**src/rtl/sound_scheduler.sv**
```systemverilog
// sound_scheduler: tick-paced melody sequencer and fixed-priority SFX arbiter for a single buzzer.
// Optional SFX_QUEUE_EN keeps lower-priority requests pending while a higher SFX plays.
`default_nettype none

module sound_scheduler #(
    parameter int CLK_HZ  = 50_000_000,
    parameter int TICK_HZ = 8
) (
    input  logic       clk,
    input  logic       rst_n,
    input  logic       i_play_en,
    input  logic       i_land,
    input  logic       i_score,
    input  logic       i_game_over,
    output logic [5:0] o_music_scale,
    output logic       o_sfx_active,
    output logic       o_halted,
    output logic [3:0] o_melody_idx
);

    localparam int             TICK_DIV    = CLK_HZ / TICK_HZ;
    localparam int             CW          = (TICK_DIV > 1) ? $clog2(TICK_DIV) : 1;
    localparam logic [CW-1:0]  c_tick_max  = CW'(TICK_DIV - 1);
    localparam logic [1:0]     c_sel_land  = 2'd0;
    localparam logic [1:0]     c_sel_score = 2'd1;
    localparam logic [1:0]     c_sel_over  = 2'd2;

    typedef enum logic [1:0] {
        ST_MELODY = 2'd0,
        ST_SFX    = 2'd1,
        ST_HALT   = 2'd2
    } state_t;

    function automatic logic [5:0] f_rom(input logic [3:0] idx);
        case (idx)
            4'd0, 4'd1, 4'd14:  f_rom = 6'd8;
            4'd2, 4'd3, 4'd6:   f_rom = 6'd12;
            4'd4, 4'd5:         f_rom = 6'd13;
            4'd8, 4'd9:         f_rom = 6'd11;
            4'd10, 4'd11:       f_rom = 6'd10;
            4'd12, 4'd13:       f_rom = 6'd9;
            default:            f_rom = 6'd0;
        endcase
    endfunction

    function automatic logic [5:0] f_sfx_code(input logic [1:0] sel, input logic [2:0] step);
        f_sfx_code = 6'd0;
        case (sel)
            c_sel_land:  f_sfx_code = 6'd1;
            c_sel_score: begin
                case (step[1:0])
                    2'd0:    f_sfx_code = 6'd8;
                    2'd1:    f_sfx_code = 6'd10;
                    2'd2:    f_sfx_code = 6'd12;
                    default: f_sfx_code = 6'd15;
                endcase
            end
            default: begin
                case (step[2:1])
                    2'd0:    f_sfx_code = 6'd12;
                    2'd1:    f_sfx_code = 6'd10;
                    2'd2:    f_sfx_code = 6'd8;
                    default: f_sfx_code = 6'd1;
                endcase
            end
        endcase
    endfunction

    function automatic logic [2:0] f_sfx_last(input logic [1:0] sel);
        case (sel)
            c_sel_land:  f_sfx_last = 3'd1;
            c_sel_score: f_sfx_last = 3'd3;
            default:     f_sfx_last = 3'd7;
        endcase
    endfunction

    logic [CW-1:0] r_cnt;
    logic          w_tick;
    state_t        r_state, w_state_nx;
    logic [1:0]    r_sel, w_sel_nx;
    logic [2:0]    r_step, w_step_nx;
    logic [2:0]    r_pend;
    logic [2:0]    w_set, w_clr;
    logic [5:0]    r_scale, w_scale_nx;
    logic          r_act, w_act_nx;
    logic          r_halted, w_halted_nx;
    logic [3:0]    r_idx, w_idx_nx;
    logic          w_any;
    logic [1:0]    w_hi_sel;
    logic          w_do_start, w_do_melody;

    assign w_tick   = (r_cnt == c_tick_max);
    assign w_any    = |r_pend;
    assign w_hi_sel = r_pend[2] ? c_sel_over : (r_pend[1] ? c_sel_score : c_sel_land);

    // Land/score requests are not accepted while halted after game over.
    assign w_set = {i_game_over,
                    i_score & (r_state != ST_HALT),
                    i_land  & (r_state != ST_HALT)};

    always_comb begin
        w_state_nx  = r_state;
        w_sel_nx    = r_sel;
        w_step_nx   = r_step;
        w_scale_nx  = r_scale;
        w_act_nx    = r_act;
        w_halted_nx = r_halted;
        w_idx_nx    = r_idx;
        w_clr       = 3'b000;
        w_do_start  = 1'b0;
        w_do_melody = 1'b0;
        if (w_tick) begin
            case (r_state)
                ST_MELODY: begin
                    if (w_any) w_do_start  = 1'b1;
                    else       w_do_melody = 1'b1;
                end
                ST_SFX: begin
                    if (w_any && (w_hi_sel >= r_sel)) begin
                        w_do_start = 1'b1;
                    end else if (r_step == f_sfx_last(r_sel)) begin
                        if (w_any) begin
                            w_do_start = 1'b1;
                        end else if (r_sel == c_sel_over) begin
                            w_state_nx  = ST_HALT;
                            w_scale_nx  = 6'd0;
                            w_act_nx    = 1'b0;
                            w_halted_nx = 1'b1;
                        end else begin
                            w_do_melody = 1'b1;
                        end
                    end else begin
                        w_step_nx  = 3'(r_step + 3'd1);
                        w_scale_nx = f_sfx_code(r_sel, 3'(r_step + 3'd1));
                    end
                end
                ST_HALT: begin
                    if (!i_play_en) begin
                        w_do_melody = 1'b1;
`ifndef SFX_QUEUE_EN
                        w_clr = 3'b111;
`endif
                    end else if (r_pend[2]) begin
                        w_do_start = 1'b1;
                    end
                end
                default: w_state_nx = ST_MELODY;
            endcase

            if (w_do_start) begin
                w_state_nx  = ST_SFX;
                w_sel_nx    = w_hi_sel;
                w_step_nx   = 3'd0;
                w_scale_nx  = f_sfx_code(w_hi_sel, 3'd0);
                w_act_nx    = 1'b1;
                w_halted_nx = 1'b0;
`ifdef SFX_QUEUE_EN
                w_clr = 3'b001 << w_hi_sel;
`else
                // Starting a sound drops every request of equal or lower priority.
                case (w_hi_sel)
                    c_sel_land:  w_clr = 3'b001;
                    c_sel_score: w_clr = 3'b011;
                    default:     w_clr = 3'b111;
                endcase
`endif
            end

            if (w_do_melody) begin
                w_state_nx  = ST_MELODY;
                w_act_nx    = 1'b0;
                w_halted_nx = 1'b0;
                if (i_play_en) begin
                    w_scale_nx = f_rom(r_idx);
                    w_idx_nx   = 4'(r_idx + 4'd1);
                end else begin
                    w_scale_nx = 6'd0;
                    w_idx_nx   = 4'd0;
                end
            end
        end
    end

    always_ff @(posedge clk or negedge rst_n) begin
        if (!rst_n) begin
            r_cnt    <= '0;
            r_state  <= ST_MELODY;
            r_sel    <= c_sel_land;
            r_step   <= 3'd0;
            r_pend   <= 3'b000;
            r_scale  <= 6'd0;
            r_act    <= 1'b0;
            r_halted <= 1'b0;
            r_idx    <= 4'd0;
        end else begin
            r_cnt    <= w_tick ? '0 : CW'(r_cnt + 1'b1);
            r_state  <= w_state_nx;
            r_sel    <= w_sel_nx;
            r_step   <= w_step_nx;
            // A pulse landing on the clearing edge wins, so it is serviced at the next tick.
            r_pend   <= (r_pend & ~w_clr) | w_set;
            r_scale  <= w_scale_nx;
            r_act    <= w_act_nx;
            r_halted <= w_halted_nx;
            r_idx    <= w_idx_nx;
        end
    end

    assign o_music_scale = r_scale;
    assign o_sfx_active  = r_act;
    assign o_halted      = r_halted;
    assign o_melody_idx  = r_idx;

endmodule

`default_nettype wire

```
**config.mk**
```make
export PLATFORM = sky130hd
export DESIGN_NAME = sound_scheduler
export DESIGN_NICKNAME = d
export VERILOG_FILES = /design/src/rtl/sound_scheduler.sv
export SDC_FILE = /design/constraint.sdc
export NUM_CORES = 1
export LEC_CHECK = 0
export CAP_MARGIN = 40
export CORE_MARGIN = 2
export CORE_UTILIZATION = 58
export CTS_CLUSTER_SIZE = 16
export DETAILED_ROUTE_END_ITERATION = 8
export PLACE_DENSITY = 0.79
export SYNTH_ARGS = -nofsm -noshare
export SYNTH_HDL_FRONTEND = slang
export SYNTH_SLANG_ARGS = --single-unit
```
**constraint.sdc**
```tcl
create_clock -name clk -period 2.9 [get_ports clk]
set_input_delay 0.435 -clock clk [delete_from_list [all_inputs] [get_ports clk]]
set_output_delay 0.435 -clock clk [all_outputs]
set_load 0.005 [all_outputs]
```
==> metrics.md <==
| Metric | Value |
|---|---|
| Met2 routed WL | about 2.4 mm |
| Total number of placement rows | 23 |
| Unrepaired setup endpoints after global routing | false |
| Power per cell area | between 300 and 400 mW/mm² |
| Routed met1 length | ~2.2 mm |
| Length in cells of the worst reg-to-reg path | 7 |
| Final Hold Violating Endpoints | 0 |
| Maximum buffer depth of the clock tree | 2 |
| Number of antenna violations at the first check in global routing | 0 |
| Maximum operating frequency | 448 MHz |
| Root cell of the clock tree | sky130_fd_sc_hd__clkbuf_8 |
| Fraction of power spent switching nets | 22.0% |
| Portion of synthesized cell area occupied by the leading cell type | between 40% and 50% |
| Die extent in y | 69.0 µm |
| Total setup violations reported at the end of the flow | 0 |
| Flip-flop and latch count after synthesis | 43 |
| Post-synthesis adder-cell area fraction | 4.08% |
| Die Span X | 69.0 µm |
| Critical path launch point type | flop |
| Critical Path Fanout Max | 4 |
| Max VDD drop | 0.000280 V |
| Share of layout cells above drive strength 1 | 8.71% |
| Result of the run | finished clean |
| Syn Area/Cell | 10.0 µm² |
| Reg power frac | 59.9% |
| DR WL/cell | 15.4 µm |
| CTS tree | yes |
| Antenna diode instance count | 0 |
| Most used DFF post-synth | sky130_fd_sc_hd__dfrtp_1 |
| Vias in the first global route | 1,903 |
| Post-layout worst setup margin | ~0.67 ns |
| Pin count of the biggest net entering global routing | 32 |
| Post-synth top area cell | sky130_fd_sc_hd__dfrtp_1 |
| Period Utilization, post-route | 76.9% |
| Effective utilization at floorplan | 60.9% |
| Cell Area, Placed | between 0.002 and 0.003 mm² |
| Port Buf Inserts | 15 |
| Critical path capture point type | flop |
| DP Wirelength | 3.56 mm |
| Main combinational cell family by area after synthesis | simple AND/OR/NAND/NOR gates |
| Final antenna-violating net count | 0 |
| Arrival time worst endpoint | 2.40 ns |
| Growth of design area from synthesis to finish | 11.4% |
| DRT Pass-1 Iters | 4 |
| Clk pin slew, worst setup/hold paths | 0.08 ns |
| CTS H-tree lvls | 2 |
| Core outline area | 0.00403 mm² |
| End of the worst register-to-register path | o_music_scale[0]$_DFFE_PN0P_ |
| Grt ovf | 0 |
| Final-layout setup total negative slack | 0 ns |
| Highest metal layer with signal wires | met4 |
| Sinks on the clock net | between 40 and 50 |
| Final instance area | about 0.0027 mm² |
| Quantity of hold-fixing buffers added after cts | 0 |
| Area share of xor/xnor cells in the synthesized design | between 7 and 8% |
| Top-Level Pins | 18 |
| Fraction of the core area covered by cells at the end of the flow | 67.8% |
| Cell Area, Synth | 0.00245 mm² |
| Final weighted congestion of routability-driven global placement | 0.925 |
| Number of pins exceeding their max-slew limit in the final report | 0 |
| Global-route wire length before repair | 8.41 mm |
| Switching power summed over all nets | 220 µW |
| Warnings from Yosys | 0 |
| Final period demand of the worst path | 2.23 ns |
| CTS buffer count | 5 |
| Share of flip-flops with an asynchronous set or reset | 100% |
| CP max-delay cell | sky130_fd_sc_hd__dfrtp_1 |
| Simple-gate share of the synthesized area | 19.7% |
| Gate count after technology mapping | roughly 250 |
| Worst Setup Slack post-DPL | 0.584 ns |
| Total power | 1.00 mW |
| CTS resizes | 0 |
| Routed WL | around 4.8 mm |
| Worst hold margin | approximately 0.024 ns |
| Compound-gate portion of the synthesized area | 17.5% |
| Library cell with the highest instance count after synthesis | sky130_fd_sc_hd__dfrtp_1 |
| DR WL met3 | around 160 µm |
| Max-cap viol count | 0 |
| # Post-CTS Setup Buffers | 0 |
| Multiplexer share of the synthesized area | about 3.3% |
| Area of the die | between 0.004 and 0.005 mm² |
| Minimum setup slack among reg-to-reg paths | 0.67 ns |
| Final standard cell count with taps included and fillers excluded | 314 |
| Cell-by-cell listing of the critical path | nand2b_1, ha_1, nor2b_1, o21a_1, a32oi_1, a31oi_2, mux2_1 |
| Clk_lat worst skew | 0.30 ns |
| Count of cell types in the netlist | between 60 and 70 |
| Number of enable-type register cells in the synthesized netlist | 0 |
| Pint | 781 µW |
| Static leakage | 1.16 nW |
| CP required | 3.07 ns |
| Clock power frac | 36.8% |
| Number of cells after detailed placement | 306 |
| Launch instance of the worst register-to-register path | r_pend[2]$_DFF_PN0_ |
| Share of synthesized area occupied by flip-flops and latches | a little over two fifths |
| Pin slew with the least headroom to its limit | around 0.63 ns |
| Detailed router's first-iteration violation count | 126 |
| Commonest cells post-synth | 43 x sky130_fd_sc_hd__dfrtp_1, 21 x sky130_fd_sc_hd__nor2_1, 16 x sky130_fd_sc_hd__nand3_1 |
| Final routed DRC violation total | 0 |
| Worst Clk Skew | 0.00917 ns |
| Share of power burned in combinational logic | under 10% |
| Worst path max stage delay | between 0.3 and 0.4 ns |
| Class of the tightest hold or removal check | in2async |
| Total vias in the final route | about 1.9k |
| Number of nets in the layout | 277 |
| Type of the setup path with the least slack | reg2reg |
| Via-per-instance ratio | 5.99 |
| Tot GR Track Use | 21.7% |
| Worst slew margin relative to its limit | 57.5% |
| Largest cells by area after synthesis | sky130_fd_sc_hd__dfrtp_1 44%, sky130_fd_sc_hd__xnor2_1 5.4%, sky130_fd_sc_hd__ha_1 4.1%, sky130_fd_sc_hd__nand3_1 3.3%, sky130_fd_sc_hd__nor2_1 3.2% |
-- critical path, delay by kind of cell (launching register included) --
kind | cells | cell delay (ns)
flip-flops | 1 | 0.37
multiplexers | 1 | 0.37
AND/OR/NAND/NOR | 2 | 0.40
adder cells (fa/ha/maj) | 1 | 0.28
AO/OA/AOI/OAI | 3 | 0.69
-- layer usage --
metal / global-route usage [%] / vias up
li1: - / 921
met1: 25.8 / 907
met2: 37.5 / 41
met3: 4.97 / 11
met4: 9.15 / 0
met5: 0 / -
-- power by group through the flow --
stage	registers, mW	clock network [mW]	logic (mW)
floorplan	0.611	0	0.0135
global placement	0.611	0	0.0305
detailed placement	0.611	0	0.0342
CTS	0.599	0.377	0.0343
global route	0.599	0.407	0.0388
finish	0.599	0.368	0.0335
-- cell families after synthesis --
logic type               count (synthesis)
multiplexers                             7
AO/OA/AOI/OAI                           54
flip-flops                              43
other                                    1
XOR/XNOR                                20
AND/OR/NAND/NOR                         89
buffers and inverters                   23
adder cells (fa/ha/maj)                  8
-- worst max path at each step --
stage | from | end | cells past startpoint | slack, ns
2_1_floorplan | r_pend[2]$_DFF_PN0_ | o_music_scale[0]$_DFFE_PN0P_ | 7 | 0.84
5_1_grt | r_sel[1]$_DFFE_PN0P_ | o_music_scale[1]$_DFFE_PN0P_ | 7 | 0.52
6_report | r_pend[2]$_DFF_PN0_ | o_music_scale[0]$_DFFE_PN0P_ | 7 | 0.67
3_3_place_gp | i_play_en | o_music_scale[2]$_DFFE_PN0P_ | 6 | 0.63
3_5_place_dp | i_play_en | o_music_scale[1]$_DFFE_PN0P_ | 6 | 0.58
4_1_cts | r_pend[2]$_DFF_PN0_ | o_music_scale[0]$_DFFE_PN0P_ | 7 | 0.70
-- cell type report --
type	count	area, µm²
fill	332	1300
clock inverter	1	5.00
sequential	43	1080
inverter	15	56.3
tap	50	62.6
multi-input combinational	180	1280
clock buffer	7	76.3
timing repair buffer	18	180
-- state kept, by name, indices dropped and copies added (netlist names) --
register and flops:
o_halted 1, o_sfx_active 1, r_pend 3, r_sel 2, o_melody_idx 4, r_cnt 23, r_step 3, o_music_scale 4
r_state 2
-- placed cells by master (no fill, tap or decap), drive strengths merged, types with 4 or more instances in the layout --
cell,synthesis,layout
mux2,5,5
inv,15,15
dfrtp,43,43
a21oi,6,6
and2,5,5
nand2,14,14
buf,5,4
xor2,5,5
clkbuf,3,7
xnor2,15,15
a22o,6,6
ha,8,8
and4,6,6
nor2,21,21
nor3,5,5
o21ai,11,11
nand3,16,16
clkdlybuf4s50,0,14
No activity file was read; power rests on OpenSTA's default activity.
